===== config.mk =====
export PLATFORM = sky130hd
export DESIGN_NAME = pll_lock_sequencer
export DESIGN_NICKNAME = d
export VERILOG_FILES = /design/src/rtl/pll_lock_sequencer.sv
export SDC_FILE = /design/constraint.sdc
export NUM_CORES = 1
export LEC_CHECK = 0
export BUFFER_PORTS_ARGS = -buffer_cell sky130_fd_sc_hd__buf_4
export CAP_MARGIN = 40
export CORE_ASPECT_RATIO = 0.6
export CORE_MARGIN = 4
export CORE_UTILIZATION = 40
export DETAILED_ROUTE_END_ITERATION = 10
export HOLD_SLACK_MARGIN = 0.15
export MAX_ROUTING_LAYER = met4
export PLACE_DENSITY = 0.67
export SLEW_MARGIN = 5
export SYNTH_ARGS = -nofsm -noshare
export SYNTH_HDL_FRONTEND = slang
export SYNTH_SLANG_ARGS = --single-unit
export TNS_END_PERCENT = 10

===== constraint.sdc =====
create_clock -name clkin -period 2.8 [get_ports clkin]
set_input_delay 0.14 -clock clkin [delete_from_list [all_inputs] [get_ports clkin]]
set_output_delay 0.14 -clock clkin [all_outputs]
set_load 0.03 [all_outputs]

===== src/rtl/pll_lock_sequencer.sv =====
// PLL lock supervisor: reset sequencing, lock timeout/qualification,
// retry/fault tracking and per-channel PSDA phase stepping.
// Ports: clkin, reset (sync, active-high), pll_lock, pll_reset,
// pll_psda, ps_req/ps_dir/ps_ch/ps_ack, ready, fault, retry_cnt.
// Option: define PLL_LOCK_SYNC_EN to add 2-flop lock synchronisers.
module pll_lock_sequencer #(
  parameter int         NUM_PLL       = 1,
  parameter int         RST_CYCLES    = 16,
  parameter int         LOCK_TIMEOUT  = 65536,
  parameter int         STABLE_CYCLES = 1024,
  parameter int         SETTLE_CYCLES = 64,
  parameter int         MAX_RETRY     = 3,
  parameter logic [3:0] PSDA_INIT     = 4'b1100,
  localparam int        CH_W =
    (NUM_PLL > 1) ? $clog2(NUM_PLL) : 1
) (
  input  logic                 clkin,
  input  logic                 reset,
  input  logic [NUM_PLL-1:0]   pll_lock,
  output logic [NUM_PLL-1:0]   pll_reset,
  output logic [4*NUM_PLL-1:0] pll_psda,
  input  logic                 ps_req,
  input  logic                 ps_dir,
  input  logic [CH_W-1:0]      ps_ch,
  output logic                 ps_ack,
  output logic                 ready,
  output logic                 fault,
  output logic [7:0]           retry_cnt
);

  localparam logic [31:0] RST_LAST =
    32'((RST_CYCLES > 1) ? RST_CYCLES - 1 : 0);
  localparam logic [31:0] TMO_LAST =
    32'((LOCK_TIMEOUT > 1) ? LOCK_TIMEOUT - 1 : 0);
  localparam logic [31:0] STB_LAST =
    32'((STABLE_CYCLES > 1) ? STABLE_CYCLES - 1 : 0);
  localparam logic [31:0] STL_LAST =
    32'((SETTLE_CYCLES > 1) ? SETTLE_CYCLES - 1 : 0);

  typedef enum logic [2:0] {
    RESET_HOLD,
    WAIT_LOCK,
    STABLE,
    READY,
    PHASE_SETTLE,
    FAULT
  } state_t;

  state_t      state_q, state_d;
  logic [31:0] cnt_q, cnt_d;
  logic [31:0] tmo_q, tmo_d;
  logic [31:0] fail_q, fail_d;
  logic [7:0]  retry_q, retry_d;
  logic [7:0]  retry_sat;
  logic        ack_q, ack_d;
  logic        armed_q, armed_d;
  logic        step_en;
  logic [31:0] ch_ext;
  logic        ch_valid;
  logic [NUM_PLL-1:0] lock_s;
  logic        all_lock;
  logic [3:0]  psda_q [NUM_PLL];

`ifdef PLL_LOCK_SYNC_EN
  logic [NUM_PLL-1:0] lock_m, lock_q;

  always_ff @(posedge clkin) begin
    if (reset) begin
      lock_m <= '0;
      lock_q <= '0;
    end else begin
      lock_m <= pll_lock;
      lock_q <= lock_m;
    end
  end

  assign lock_s = lock_q;
`else
  assign lock_s = pll_lock;
`endif

  assign all_lock  = &lock_s;
  assign ch_ext    = 32'(ps_ch);
  assign ch_valid  = ch_ext < 32'(NUM_PLL);
  assign retry_sat = (retry_q == 8'hFF) ? retry_q
                                        : retry_q + 8'd1;

  always_ff @(posedge clkin) begin
    if (reset) begin
      state_q <= RESET_HOLD;
      cnt_q   <= '0;
      tmo_q   <= '0;
      fail_q  <= '0;
      retry_q <= '0;
      ack_q   <= 1'b0;
      armed_q <= 1'b1;
    end else begin
      state_q <= state_d;
      cnt_q   <= cnt_d;
      tmo_q   <= tmo_d;
      fail_q  <= fail_d;
      retry_q <= retry_d;
      ack_q   <= ack_d;
      armed_q <= armed_d;
    end
  end

  // armed blocks a held ps_req from causing a second step:
  // it re-arms only after ps_req is seen low.
  always_comb begin
    state_d = state_q;
    cnt_d   = cnt_q;
    tmo_d   = tmo_q;
    fail_d  = fail_q;
    retry_d = retry_q;
    ack_d   = 1'b0;
    step_en = 1'b0;
    armed_d = ps_req ? armed_q : 1'b1;
    unique case (state_q)
      RESET_HOLD: begin
        if (cnt_q >= RST_LAST) begin
          state_d = WAIT_LOCK;
          cnt_d   = '0;
          tmo_d   = '0;
        end else begin
          cnt_d = cnt_q + 32'd1;
        end
      end
      WAIT_LOCK: begin
        if (all_lock) begin
          state_d = STABLE;
          cnt_d   = '0;
        end else if (tmo_q >= TMO_LAST) begin
          retry_d = retry_sat;
          fail_d  = fail_q + 32'd1;
          cnt_d   = '0;
          if (fail_q + 32'd1 >= 32'(MAX_RETRY))
            state_d = FAULT;
          else
            state_d = RESET_HOLD;
        end else begin
          tmo_d = tmo_q + 32'd1;
        end
      end
      // a glitch here falls back without touching the timeout
      STABLE: begin
        if (!all_lock) begin
          state_d = WAIT_LOCK;
        end else if (cnt_q >= STB_LAST) begin
          state_d = READY;
          fail_d  = '0;
          cnt_d   = '0;
        end else begin
          cnt_d = cnt_q + 32'd1;
        end
      end
      READY: begin
        if (!all_lock) begin
          state_d = RESET_HOLD;
          cnt_d   = '0;
          retry_d = retry_sat;
        end else if (ps_req && armed_q) begin
          armed_d = 1'b0;
          if (ch_valid) begin
            step_en = 1'b1;
            state_d = PHASE_SETTLE;
            cnt_d   = '0;
          end else begin
            ack_d = 1'b1;
          end
        end
      end
      PHASE_SETTLE: begin
        if (!all_lock) begin
          state_d = RESET_HOLD;
          cnt_d   = '0;
          retry_d = retry_sat;
        end else if (cnt_q >= STL_LAST) begin
          state_d = READY;
          ack_d   = 1'b1;
          cnt_d   = '0;
        end else begin
          cnt_d = cnt_q + 32'd1;
        end
      end
      FAULT: begin
        state_d = FAULT;
      end
      default: begin
        state_d = RESET_HOLD;
        cnt_d   = '0;
      end
    endcase
  end

  // phase words survive re-lock; only reset restores them
  always_ff @(posedge clkin) begin
    if (reset) begin
      for (int i = 0; i < NUM_PLL; i++)
        psda_q[i] <= PSDA_INIT;
    end else if (step_en) begin
      for (int i = 0; i < NUM_PLL; i++)
        if (ch_ext == 32'(i))
          psda_q[i] <= ps_dir ? psda_q[i] + 4'd1
                              : psda_q[i] - 4'd1;
    end
  end

  for (genvar g = 0; g < NUM_PLL; g++) begin : g_psda
    assign pll_psda[4*g +: 4] = psda_q[g];
  end

  assign pll_reset = {NUM_PLL{(state_q == RESET_HOLD) ||
                              (state_q == FAULT)}};
  assign ready     = (state_q == READY);
  assign fault     = (state_q == FAULT);
  assign ps_ack    = ack_q;
  assign retry_cnt = retry_q;

endmodule


* Word level (Yosys, flattened, before mapping)
Memory sizes are Yosys's and may differ from the RTL's. Index checks and enable logic that the tools add are counted.
Word-level totals: register bits 109, RAM bits 4, bits of input ports 6, output and inout port bits 16, word-level logic and storage cells 113, memories kept 1
Memories:
- psda_q | depth 1, bits a word 4, rd ports 1, clocked after Yosys merged registers in 0, wr ports 1, line 62 | logic [3:0] psda_q [NUM_PLL];
Operators by class: $add $sub $neg 6, order comparisons 6, equal/unequal tests 18, mux-type cells 60, bitwise logic cells 1, reductions and logical operators 14
Operator list (count):
- 32-bit 2-to-1 mux | 17
- 32-bit one-hot mux with 6 select lines | 1
- 32-bit one-hot mux with 2 select lines | 2
- 32-bit by 1-bit adder with 32-bit output (second input constant) | 3
- 3-bit 2-to-1 mux | 11
- 32-bit by 10-bit >= comparator with 1-bit output (second input constant) | 1
- 32-bit by 16-bit >= comparator with 1-bit output (second input constant) | 1
- 32-bit by 2-bit >= comparator with 1-bit output (second input constant) | 1
- 32-bit by 4-bit >= comparator with 1-bit output (second input constant) | 1
- 32-bit by 6-bit >= comparator with 1-bit output (second input constant) | 1
- 32-bit zero test | 1
- 8-bit 2-to-1 mux | 4
- 1-bit 2-to-1 mux | 20
- 3-bit one-hot mux with 6 select lines | 1
- 8-bit one-hot mux with 2 select lines | 1
- 2-bit != test (second input constant) | 7
- 5-bit AND reduction | 2
- 3-bit != test (second input constant) | 3
- 8-bit by 1-bit adder with 8-bit output (second input constant) | 1
- 8-bit == test (second input constant) | 1
- 4-bit 2-to-1 mux | 2
- 4-bit AND reduction | 2
- 3-bit by 2-bit == test with 1-bit output (second input constant) | 2
- 3-bit == test (second input constant) | 2
- 14 further kinds | 17

* Longest topological paths before layout
depth in word-level cells 10, gate-level depth with buffers 10, mapped depth without buffers 8

* Worst setup path before layout
Ideal clock, no wire load.
path kind register to register, start point register fail_q[1], end point register state_q[0], library setup time 0.138 ns, arrival 2.476 ns, setup slack 0.186 ns, stages on the path, launching flop included 9, path buffers 0, cells stage by stage dfxtp_1 -> ha_1 -> nand3_1 -> nor4_1 -> mux2i_1 -> nand3_1 -> or4_1 -> o41ai_2 -> o221ai_1
On the way: word-level cells in the longest chain between the ends 6
Ends and longest elaborated chain:
- start: declaration | line 52 | logic [31:0] fail_q, fail_d;
- start signal: assignment | line 101 | fail_q <= fail_d;
- 32-bit by 1-bit adder with 32-bit output | line 137 | if (fail_q + 32'd1 >= 32'(MAX_RETRY))
- 32-bit by 2-bit >= comparator with 1-bit output | line 137
- 3-bit 2-to-1 mux | line 137
- 3-bit 2-to-1 mux | line 133 | end else if (tmo_q >= TMO_LAST) begin
- 3-bit 2-to-1 mux | line 130 | if (all_lock) begin
- 3-bit one-hot mux with 6 select lines | line 119 | unique case (state_q)
- end signal: assignment | line 98 | state_q <= state_d;
- end: declaration | line 49 | state_t state_q, state_d;
No other way between the ends. The select of a mux whose other input is x is not followed. A chain may end at the register's enable or synchronous reset.

* Final worst setup path
start point register fail_q[8], end point register state_q[0]
The elaborated chain is that of the path after synthesis.

==> impl_metrics.toml <==
[run_status]
result_of_the_run = "completed"

[timing]
skew_final_ps = 11.3
setup_viol_count_final = 0
slew_viol_final = 0
timing.final.crit_share_pct = 95.4
slew_of_the_pin_with_the_lowest_slew_margin_ps = 632
max-slew-margin-rel_pct = 57.5
final_period_minus_worst_setup_slack_ps = 2670
hold_viol = 0
timing.fmax_ghz = 0.374
finalHoldWorstSlack_ps = 179

[clock_tree]
cts.htree.levels = 4
max-clock-path-buffers = 2
number_of_sinks_driven_by_the_clock_tree = 113
post-cts-setup-buffer-count = 0
cts_tree = "done"
cts_made_buffers = 17
cts.reportedPaths.clkPinSlew_ps = 60
cts_root_buf = "clkbuf_16"
insertion_delay_ps = 410

[logic_synthesis]
synth.lib_cells_used.distinct = 68
mappedNetlistArea_mm2 = 0.00609
synth_area_leader_cell = "dfxtp_1"
synth-edff-count = 4
cells_taking_the_most_area_after_synthesis = "dfxtp_1 (36%), nor2_1 (6.5%), xnor2_1 (4.2%)"
synth-warning-count = 0
synth_seq_cells = 113
synth.yosys.seq_area_share_pct = 37.8
ys_async_sr_fraction_pct = 0
synthDominantCellAreaShare_pct = 35.8
ys_dominant_reg_cell = "dfxtp_1"
netlist_instances = 743
synth_nets = 757
synthesis.area_per_instance_um2 = 8.20

[cells_and_area]
fin_area_mm2 = 0.00718
antennaDiodeCount = 0
areaGrowthSynthToFinish_pct = 17.9
final_net_count = 789
post_route_cells_drive_above_1_share_pct = 14.7
fill_cells = 1421
post-route-util_pct = 48.8

[setup_path]
worst_r2r_startpoint = "fail_q[8]"
r2r_setup_slack_ps = 130
crit_path_start_kind = "flip-flop"
arrival_ps = 2930
critical_path.max_fanout = 9
setup.worst_path.class = "flip-flop to flip-flop"
critical_path_required_ps = 3060
crit_path_start = "fail_q[8]"
timing.critical_path.to_type = "flip-flop"

[worst_hold_path]
min_from = "ps_dir"
timing.hold.worst.class = "primary input to flip-flop"

[global_routing]
grt_start_max_net_pins = 55
first_pass_grt_wire_length_mm = 25.5
antenna_violations_before_repair = 0
globalRouteTotalUtil_pct = 17.9
grt_overflow = 0
number_of_global_route_vias_before_repair = 4958

[drt]
avgViaCountPerCell = 5.50
detailedRoute.firstIterationViolations = 428
drt_pass1_iterations = 5
wl_mm = 14.9
remaining_drc_errors = 0
post_drt_wl_per_cell_um = 15.1
ant_nets = 0
routed-via-count = 5423

[floorplan]
rows = 34
start_util_pct = 41.4
ioPinCount = 22
die_area_mm2 = 0.0173
die_height_um = 104
core_area_mm2 = 0.0147
fp.dieW_um = 167

[pwr]
power_density_normalized_to_cell_area_mw_per_mm2 = 521
totalPowerFinal_mw = 3.74
power_leakage_nw = 2.52
worst_ir_drop_vdd_mv = 0.378

[place]
place_congestion = 0.905
post_dp_cell_area_mm2 = 0.00654
place_hpwl_mm = 10.4
io_buffers = 21

[run]
max_cap_viol_count = 0
area by class of cell:
class	instances	area [um2]	share of cell area, %
Inverter	17	63.8	0.889
Timing Repair Buffer	54	440	6.13
Tap cell	198	248	3.45
Clock buffer	17	425	5.92
Multi-Input combinational cell	572	3570	49.8
Clock inverter	15	126	1.76
Sequential cell	113	2300	32.1
sequential cells by signal, indices dropped and copies added (netlist names):
signal / flops
cnt_q: 32
fail_q: 32
tmo_q: 32
retry_cnt: 8
psda_q: 4
state_q: 3
armed_q: 1
ps_ack: 1
synth_stat cells (all sizes together) (15+ instances only):
cell type,instances
and3,15
dfxtp,109
clkbuf,22
nor3,29
xor2,21
a21oi,51
and2,21
nand2,48
buf,19
xnor2,29
or3,19
nand3,31
inv,17
nand4,31
nor4,23
nor2,106
o21ai,36
where the power goes:
part | internal, mW | switching, mW
combinational | 0.0401 | 0.0735
sequential | 1.63 | 0.0101
clock | 1.16 | 0.835
kinds of logic (layout without fill, tap and decap cells):
| family | count (synthesis) | after routing | share of synthesized area, % |
|---|---|---|---|
| compound gates | 135 | 135 | 14.2 |
| xor+xnor | 50 | 50 | 7.19 |
| fa+ha+maj | 8 | 8 | 1.77 |
| buf+inv | 58 | 103 | 4.39 |
| flops | 113 | 113 | 37.8 |
| mux | 4 | 4 | 0.657 |
| simple gates | 375 | 375 | 34.0 |
metrics by stage:
| step | TNS [ps] | setup WS (ps) | cells |
|---|---|---|---|
| 2_1_floorplan | 0 | 186 | 743 |
| 3_3_place_gp | 0 | 82.4 | 950 |
| 3_5_place_dp | -28.7 | -28.7 | 950 |
| 4_1_cts | 0 | 0.415 | 986 |
| 5_1_grt | -0.844 | -0.844 | 986 |
| 6_report | 0 | 128 | 986 |
critical path, cell delays in order (launching register included):
cell      delay [ps]
dfxtp_1          500
and3_1           340
and4_1           340
nand3_1          150
mux2i_1          170
or4_1            540
o41ai_2          350
o221ai_1         150
metal layers:
layer	vias to the layer above	global-route usage, %	wire (um)
li1	2769	-	-
met1	2478	28.5	8260
met2	168	21.3	5380
met3	8	5.48	1110
met4	0	4.00	103
met5	-	-	0
layout by cell type, fill, tap and decap left out, drive strengths merged, types with 5 or more instances in the layout:
cell | Yosys | final
nand2 | 48 | 48
or2 | 6 | 6
a31oi | 11 | 11
nor2 | 106 | 106
a41oi | 6 | 6
and4 | 14 | 14
and3 | 15 | 15
buf | 19 | 50
nand3b | 10 | 10
dfxtp | 109 | 109
nor4 | 23 | 23
or4 | 8 | 8
nand3 | 31 | 31
clkbuf | 22 | 17
ha | 7 | 7
clkinv | 0 | 6
and2 | 21 | 21
xor2 | 21 | 21
or3 | 19 | 19
a21oi | 51 | 51
a211oi | 5 | 5
inv | 17 | 24
nand4 | 31 | 31
nor3 | 29 | 29
xnor2 | 29 | 29
o21ai | 36 | 36
path summary, 6_finish.rpt:
| path | to | cells past startpoint |
|---|---|---|
| hold / removal | psda_q[0][3] | 4 |
| setup reg to reg | state_q[0] | 7 |
| hold reg to reg | cnt_q[25] | 2 |
| setup / recovery | state_q[0] | 7 |
timing repair:
action	in CTS	in global routing
resized for setup	1	10
hold buffers	4	0
setup endpoints to repair	1	6
endpoints found under the hold margin	3	0
No activity file was read; power rests on OpenSTA's default activity.
